### src/rtl/muxpga_cfg_loader_if.sv
// Bus bundle between the pin-side bitstream source and the config loader.
// The master drives the serial stream; the slave (loader) drives the
// committed per-cell configuration and its status strobes.
interface muxpga_cfg_loader_if #(
  parameter int unsigned CELLS = 64,
  parameter int unsigned CFG_W = 5
);
  logic                     din;
  logic                     din_valid;
  logic [CELLS*CFG_W-1:0]   cfg_out;
  logic                     cfg_valid;
  logic                     busy;
  logic                     loaded;
  logic                     err;

  modport master (
    output din,
    output din_valid,
    input  cfg_out,
    input  cfg_valid,
    input  busy,
    input  loaded,
    input  err
  );

  modport slave (
    input  din,
    input  din_valid,
    output cfg_out,
    output cfg_valid,
    output busy,
    output loaded,
    output err
  );
endinterface

### src/rtl/muxpga_cfg_loader.sv
// Serial configuration writer for the mux-based cell array.
// Hunts for a sync byte, stages CELLS words of CFG_W bits (MSB-first),
// then checks an 8-bit additive checksum and commits the staged words to
// cfg_out atomically only on a match. Requires CFG_W >= 2.
module muxpga_cfg_loader #(
  parameter int unsigned CELLS = 64,
  parameter int unsigned CFG_W = 5,
  parameter logic [7:0]  SYNC  = 8'hA5
) (
  input  logic                clk,
  input  logic                reset,
  muxpga_cfg_loader_if.slave  bus
);

  localparam int unsigned TOTAL = CELLS * CFG_W;
  localparam int unsigned BCW   = (CFG_W > 1) ? $clog2(CFG_W) : 1;
  localparam int unsigned WCW   = (CELLS > 0) ? $clog2(CELLS + 1) : 1;

  localparam logic [BCW-1:0] BIT_LAST  = BCW'(CFG_W - 1);
  localparam logic [WCW-1:0] WORD_LAST = WCW'(CELLS - 1);

  typedef enum logic [1:0] {
    HUNT  = 2'd0,
    LOAD  = 2'd1,
    CHECK = 2'd2
  } state_t;

  state_t             state_q;
  logic [6:0]         win_q;       // last 7 bits seen while hunting
  logic [CFG_W-2:0]   asm_q;       // partially assembled word
  logic [BCW-1:0]     bit_cnt_q;
  logic [WCW-1:0]     word_cnt_q;
  logic [7:0]         sum_q;
  logic [6:0]         rx_q;        // first 7 received checksum bits
  logic [2:0]         ck_cnt_q;
  logic [TOTAL-1:0]   stage_q;
  logic [TOTAL-1:0]   cfg_q;
  logic               cfg_valid_q;
  logic               busy_q;
  logic               loaded_q;
  logic               err_q;

  logic [7:0]         win_d;
  logic [CFG_W-1:0]   word_d;
  logic [7:0]         sum_d;
  logic [7:0]         rx_d;

  // Candidate values including the bit currently on din.
  always_comb begin
    win_d  = {win_q, bus.din};
    word_d = {asm_q, bus.din};
    sum_d  = sum_q + 8'(word_d);
    rx_d   = {rx_q, bus.din};
  end

  // Frame FSM: all state and outputs advance only on valid bits; strobes
  // are single-cycle and self-clear on every edge.
  always_ff @(posedge clk) begin
    if (reset) begin
      state_q     <= HUNT;
      win_q       <= '0;
      asm_q       <= '0;
      bit_cnt_q   <= '0;
      word_cnt_q  <= '0;
      sum_q       <= '0;
      rx_q        <= '0;
      ck_cnt_q    <= '0;
      stage_q     <= '0;
      cfg_q       <= '0;
      cfg_valid_q <= 1'b0;
      busy_q      <= 1'b0;
      loaded_q    <= 1'b0;
      err_q       <= 1'b0;
    end else begin
      loaded_q <= 1'b0;
      err_q    <= 1'b0;
      if (bus.din_valid) begin
        unique case (state_q)
          HUNT: begin
            win_q <= win_d[6:0];
            if (win_d == SYNC) begin
              state_q    <= LOAD;
              busy_q     <= 1'b1;
              asm_q      <= '0;
              bit_cnt_q  <= '0;
              word_cnt_q <= '0;
              sum_q      <= '0;
            end
          end
          LOAD: begin
            asm_q <= word_d[CFG_W-2:0];
            if (bit_cnt_q == BIT_LAST) begin
              bit_cnt_q <= '0;
              sum_q     <= sum_d;
              for (int unsigned c = 0; c < CELLS; c++) begin
                if (word_cnt_q == WCW'(c)) begin
                  stage_q[c*CFG_W +: CFG_W] <= word_d;
                end
              end
              if (word_cnt_q == WORD_LAST) begin
                state_q  <= CHECK;
                ck_cnt_q <= '0;
                rx_q     <= '0;
              end else begin
                word_cnt_q <= word_cnt_q + 1'b1;
              end
            end else begin
              bit_cnt_q <= bit_cnt_q + 1'b1;
            end
          end
          CHECK: begin
            rx_q <= rx_d[6:0];
            if (ck_cnt_q == 3'd7) begin
              // Window restarts empty so checksum bits can never combine
              // with the next frame's leading bits into a false sync.
              state_q <= HUNT;
              busy_q  <= 1'b0;
              win_q   <= '0;
              if (rx_d == sum_q) begin
                cfg_q       <= stage_q;
                cfg_valid_q <= 1'b1;
                loaded_q    <= 1'b1;
              end else begin
                err_q <= 1'b1;
              end
            end else begin
              ck_cnt_q <= ck_cnt_q + 1'b1;
            end
          end
          default: state_q <= HUNT;
        endcase
      end
    end
  end

  assign bus.cfg_out   = cfg_q;
  assign bus.cfg_valid = cfg_valid_q;
  assign bus.busy      = busy_q;
  assign bus.loaded    = loaded_q;
  assign bus.err       = err_q;

endmodule

### src/flat_wrapper.sv
// flat-port wrapper written by rule: the top's interface ports become plain ports
module muxpga_cfg_loader_flat 
#(
  parameter int unsigned CELLS = 64,
  parameter int unsigned CFG_W = 5,
  parameter logic [7:0]  SYNC  = 8'hA5
)
  (clk, reset, bus_din, bus_din_valid, bus_cfg_out, bus_cfg_valid, bus_busy, bus_loaded, bus_err);
  muxpga_cfg_loader_if #(.CELLS(CELLS), .CFG_W(CFG_W)) bus_i ();
  input  logic clk;
  input  logic reset;
  input wire logic [$bits(bus_i.din)-1:0] bus_din;
  input wire logic [$bits(bus_i.din_valid)-1:0] bus_din_valid;
  output wire logic [$bits(bus_i.cfg_out)-1:0] bus_cfg_out;
  output wire logic [$bits(bus_i.cfg_valid)-1:0] bus_cfg_valid;
  output wire logic [$bits(bus_i.busy)-1:0] bus_busy;
  output wire logic [$bits(bus_i.loaded)-1:0] bus_loaded;
  output wire logic [$bits(bus_i.err)-1:0] bus_err;
  assign bus_i.din = bus_din;
  assign bus_i.din_valid = bus_din_valid;
  assign bus_cfg_out = bus_i.cfg_out;
  assign bus_cfg_valid = bus_i.cfg_valid;
  assign bus_busy = bus_i.busy;
  assign bus_loaded = bus_i.loaded;
  assign bus_err = bus_i.err;
  muxpga_cfg_loader #(.CELLS(CELLS), .CFG_W(CFG_W), .SYNC(SYNC)) u_core (.clk(clk), .reset(reset), .bus(bus_i));
endmodule
### config.mk
export PLATFORM = sky130hd
export DESIGN_NAME = muxpga_cfg_loader_flat
export DESIGN_NICKNAME = d
export VERILOG_FILES = /design/src/rtl/muxpga_cfg_loader_if.sv /design/src/rtl/muxpga_cfg_loader.sv /design/src/flat_wrapper.sv
export SDC_FILE = /design/constraint.sdc
export NUM_CORES = 1
export LEC_CHECK = 0
export BUFFER_PORTS_ARGS = -buffer_cell sky130_fd_sc_hd__buf_2
export CAP_MARGIN = 5
export CORE_ASPECT_RATIO = 1.75
export CORE_MARGIN = 2
export CORE_UTILIZATION = 50
export CTS_BUF_LIST = sky130_fd_sc_hd__clkbuf_2
export CTS_CLUSTER_DIAMETER = 80
export DETAILED_ROUTE_END_ITERATION = 6
export GPL_TIMING_DRIVEN = 0
export PLACE_DENSITY_LB_ADDON = 0.05
export SLEW_MARGIN = 10
export SYNTH_ARGS = -nofsm -noshare
export SYNTH_HDL_FRONTEND = slang
export SYNTH_SLANG_ARGS = --single-unit
### constraint.sdc
create_clock -name clk -period 3.1 [get_ports clk]
set_input_delay 0.62 -clock clk [delete_from_list [all_inputs] [get_ports clk]]
set_output_delay 0.62 -clock clk [all_outputs]
set_load 0.03 [all_outputs]
**Word level (Yosys, flattened, before mapping)**

Cells that the tools add are included.

- Bits in registers: 685
- Input bits: 4
- Word-level logic and storage cells: 269

- Add/subtract/negate cells: 4
- Eq/ne operators: 75
- Multiplexer cells: 31
- Bitwise gates (word level): 3
- Reductions and logical operators: 79

Operators by type and width:

| cell | number |
|---|---|
| $reduce_and A4 Y1 | 68 |
| $eq A7 B6 Y1 const B | 32 |
| $eq A7 B5 Y1 const B | 16 |
| $eq A7 B4 Y1 const B | 8 |
| $mux W7 | 6 |
| $pmux W7 S2 | 3 |
| $eq A7 B3 Y1 const B | 4 |
| $mux W8 | 2 |
| $pmux W8 S2 | 1 |
| $mux W3 | 5 |
| $reduce_and A5 Y1 | 3 |
| $eq A7 B2 Y1 const B | 2 |
| $pmux W3 S2 | 2 |
| $add A8 B5 Y8 | 1 |
| $eq A8 B8 Y1 | 1 |
| $eq A8 B8 Y1 const B | 1 |
| $mux W2 | 4 |
| $ne A2 B1 Y1 const B | 4 |
| $pmux W4 S2 | 1 |
| $add A7 B1 Y7 const B | 1 |
| $eq A7 B1 Y1 const B | 1 |
| $logic_not A7 Y1 | 1 |
| $add A3 B1 Y3 const B | 2 |
| $eq A3 B3 Y1 const B | 2 |
| other kinds (12) | 21 |

**Depth between registers and ports, before layout**

- Word-level depth: 4
- Depth in mapped cells: 9
- Mapped depth without buffers: 6

**Worst setup path after synthesis**

Ideal clock, no wire load.

- Kind: input to register
- Start point: input port bus_din
- End point: register u_core.cfg_q[100], in the netlist u_core.bus.cfg_out[100]
- Library setup time: 0.072 ns
- Data arrival time: 2.278 ns
- Slack: 0.751 ns
- Stages on the path: 7
- Path buffers: 3
- Cell sequence: ha_1 > or4_1 > nor3_1 > buf_2 > buf_4 > buf_6 > mux2i_1

- Longest elaborated chain between the ends: 2

RTL lines:

| element | RTL line | source |
|---|---|---|
| start: declaration | flat_wrapper.sv:12 | `input wire logic [$bits(bus_i.din)-1:0] bus_din;` |
| $eq A8 B8 Y1 | muxpga_cfg_loader.sv:119 | `if (rx_d == sum_q) begin` |
| $reduce_and A4 Y1 (no source line) | - |  |
| end signal: assignment | muxpga_cfg_loader.sv:120 | `cfg_q <= stage_q;` |
| end: declaration | muxpga_cfg_loader.sv:37 | `logic [TOTAL-1:0] cfg_q;` |

No other way between the ends.
A chain may end at the register's enable or synchronous reset.

**Final worst setup path**

- Start point: register u_core.word_cnt_q[0]
- End point: register u_core.stage_q[259]

- Longest elaborated chain between the ends: 2

RTL lines:

| element | RTL line | source |
|---|---|---|
| start: declaration | muxpga_cfg_loader.sv:32 | `logic [WCW-1:0] word_cnt_q;` |
| start signal: assignment | muxpga_cfg_loader.sv:105 | `word_cnt_q <= word_cnt_q + 1'b1;` |
| $eq A7 B6 Y1 | muxpga_cfg_loader.sv:96 | `if (word_cnt_q == WCW'(c)) begin` |
| $reduce_and A4 Y1 (no source line) | - |  |
| end signal: indexed assignment | muxpga_cfg_loader.sv:97 | `stage_q[c*CFG_W +: CFG_W] <= word_d;` |
| end: declaration | muxpga_cfg_loader.sv:36 | `logic [TOTAL-1:0] stage_q;` |

No other way between the ends.

==> metrics.yaml <==
timing:
  tightest_slew_ns: 1.060
  fmax_mhz: 345.2
  period_minus_slack_ns: 2.897
  rsz0062_at_grt: "no"
  skew_ns: 0.08755
  hold_viol: 0
  fin_crit_sh_pct: 93.45
  tns_ns: 0
  slew_headroom_pct: 29.33
  finalSetupViolCount: 0
  slew_violations: 0
floorplanning:
  rows: 115
  fp.coreArea_um2: 56260
  die_w_um: 184.2
  die_y_um: 319.3
  initial_core_util_pct: 50.50
  pin_count: 328
  dieArea_um2: 58820
placement:
  io_buffer_count: 326
  detailed_place_hpwl_mm: 57.93
  dp_cells: 3896
  place_area_um2: 30990
  place.gp.congestion: 0.9238
route:
  wl_per_cell_um: 18.95
  drtIter0Drc: 758
  via_per_inst: 5.115
  detail-route-antenna-nets: 0
  wl_mm: 79.15
  route.detailed.drc: 0
  vias: 21370
  dr.pass1.iters: 5
clock_network:
  cts_tree: "yes"
  cts_resized: 0
  numClockSinks: 685
  clk_latency_ns: 1.24
  cts_buffers: 158
  clk_pin_slew_ns: 0.13
  cts-root-buf: "clkbuf_2"
  cts_htree_levels: 4
  clockBufferDepth: 3
cells_and_area:
  area_growth_pct: 14.04
  final_cells: 4177
  drive_gt1_share_pct: 18.68
  finish.utilization_pct: 57.59
  nets: 3319
  finalInstanceArea_um2: 32400
  n_fill_cell: 5188
critical_path:
  cp.arrival_ns: 3.95
  worst-setup-path-type: "register to register"
  worstPathRequired_ns: 4.15
  worstSetupStartpointType: "register"
  cp_max_fo: 10
  critPathCaptureType: "register"
pwr:
  intPower_uw: 11130
  vdd_drop_max_v: 0.0003271
  p_seq_share_pct: 58.9
  switching_share_pct: 25.55
  combPwrFrac_pct: 2.8
  power_leakage_uw: 0.01454
  switching_power_uw: 3818
  clkPwrFrac_pct: 38.3
  totalPowerFinal_uw: 14940
  p_per_area_nw_per_um2: 461.3
global_route:
  grt_start_max_net_pins: 17
  overflow: 0
  grt_antenna_before_repair: 1
  grtUsageTotal_pct: 27.00
  grt_pass1_wl_mm: 123.5
  grt_pass1_vias: 22280
yosys:
  ys_ff_latch: 685
  netlist_top_cells_area: "dfxtp_1 (48%), mux2i_1 (23%), nand2b_1 (14%)"
  synth.largest_area_cell: "dfxtp_1"
  synth_ff_type: "dfxtp_1"
  yosysMostFrequentCell: "dfxtp_1"
  synth_cells: 2810
  synthTopCellsByCount: "dfxtp_1 (685), mux2i_1 (645), nand2b_1 (643), nor2_1 (334), clkbuf_1 (166)"
  syn-cell-area_um2: 28410
  synth.yosys.seq_area_share_pct: 48.27
  syn-mean-instance-area_um2: 10.11
  synth_top_area_share_pct: 48.27
  ys_types: 55
  ys_warn_count: 0
  syn-num-nets: 2831
  synth_async_sr_flop_share_pct: 0
  synth-edff-count: 0
status:
  status: "finished, final reports clean"
worst_hold_path:
  hp-class: "input pin to register"
job:
  maxCapViolCount: 0
==> sequential cells by signal, summed over array words and instances, names as in the netlist <==
register and cells:
u_core.bus.cfg_out 320, u_core.stage_q 320, u_core.sum_q 8, u_core.rx_q 7, u_core.win_q 7, u_core.word_cnt_q 7, u_core.asm_q 4, u_core.bit_cnt_q 3
u_core.ck_cnt_q 3, u_core.state_q 2, u_core.bus.busy 1, u_core.bus.cfg_valid 1, u_core.bus.err 1, u_core.bus.loaded 1
==> routing by layer <==
layer	GRT usage (%)	vias up	share of wire, %	routed length, um
li1	-	10410	-	-
met1	28.52	10160	38	30220
met2	50.22	610	53	41600
met3	5.984	186	5.3	4209
met4	12.37	0	3.9	3116
met5	0	-	0	0
==> stage by stage <==
step | hold WS (ns) | worst slack (ns)
floorplan | 0.4417 | 0.7507
global placement | 0.4572 | -0.7163
detailed placement | 0.4571 | -0.7445
CTS | 0.2370 | 0.2061
global route | 0.3390 | 0.05733
finish | 0.3312 | 0.2031
==> worst paths after layout <==
path | slack, ns | endpoint | from | depth (start not counted)
worst max-delay path | 0.20 | u_core.stage_q[259]$_SDFFE_PP0P_ | u_core.word_cnt_q[0]$_SDFFE_PP0P_ | 6
worst min register to register | 0.47 | u_core.bus.cfg_out[94]$_SDFFE_PP0P_ | u_core.stage_q[94]$_SDFFE_PP0P_ | 2
worst min-delay path | 0.33 | u_core.word_cnt_q[2]$_SDFFE_PP0P_ | reset | 5
worst max register to register | 0.20 | u_core.stage_q[259]$_SDFFE_PP0P_ | u_core.word_cnt_q[0]$_SDFFE_PP0P_ | 6
==> cell type report <==
cell class,count,area (um2),share of cell area [%]
inverters,15,56.30,0.1738
diodes,1,2.502,0.007724
clock buffers,248,1241,3.831
clock inverters,30,143.9,0.4441
repair buffers,328,1652,5.098
well taps,760,950.9,2.935
flip-flops and latches,685,13710,42.32
multi-input cells,1881,13490,41.65
plain buffers,229,1147,3.541
==> worst max-delay path, stage by stage (launching register included) <==
cell	delay (ns)
dfxtp_1	0.41
ha_1	0.21
clkbuf_1	0.52
clkbuf_1	0.66
nand4_1	0.56
mux2i_1	0.31
nor2_1	0.06
==> cells by family (layout without fill, tap and decap cells) <==
| kind of cell | after synthesis | in the layout | synth area share, % |
|---|---|---|---|
| compound gates | 88 | 88 | 1.955 |
| xor+xnor | 8 | 8 | 0.2466 |
| fa+ha+maj | 17 | 17 | 0.7751 |
| buf+inv | 244 | 850 | 4.237 |
| flops | 685 | 685 | 48.27 |
| mux | 646 | 646 | 22.76 |
| other cells | 0 | 1 | 0 |
| simple gates | 1122 | 1122 | 21.75 |
==> power groups by stage <==
stage | sequential [uW] | clock (uW) | combinational (uW)
2_1_floorplan | 9000 | 0 | 289
3_3_place_gp | 9000 | 0 | 418
3_5_place_dp | 9000 | 0 | 423
4_1_cts | 8800 | 5900 | 427
5_1_grt | 8800 | 6360 | 454
6_report | 8800 | 5730 | 421
==> repair_timing <==
action,4_1_cts,5_1_grt
setup buffers,0,0
endpoints found under the hold margin,10,0
hold buffers,2,0
==> cell usage in the layout, fill, tap and decap left out, drive strengths merged, types with 14 or more instances in the layout <==
cell,netlist,routed
a21oi,23,23
buf,60,386
clkbuf,169,417
clkinv,0,26
dfxtp,685,685
ha,16,16
inv,15,17
mux2i,645,645
nand2,14,14
nand2b,643,643
nand4,82,82
nor2,334,334
o21ai,26,26
No activity file was read; power rests on OpenSTA's default activity.
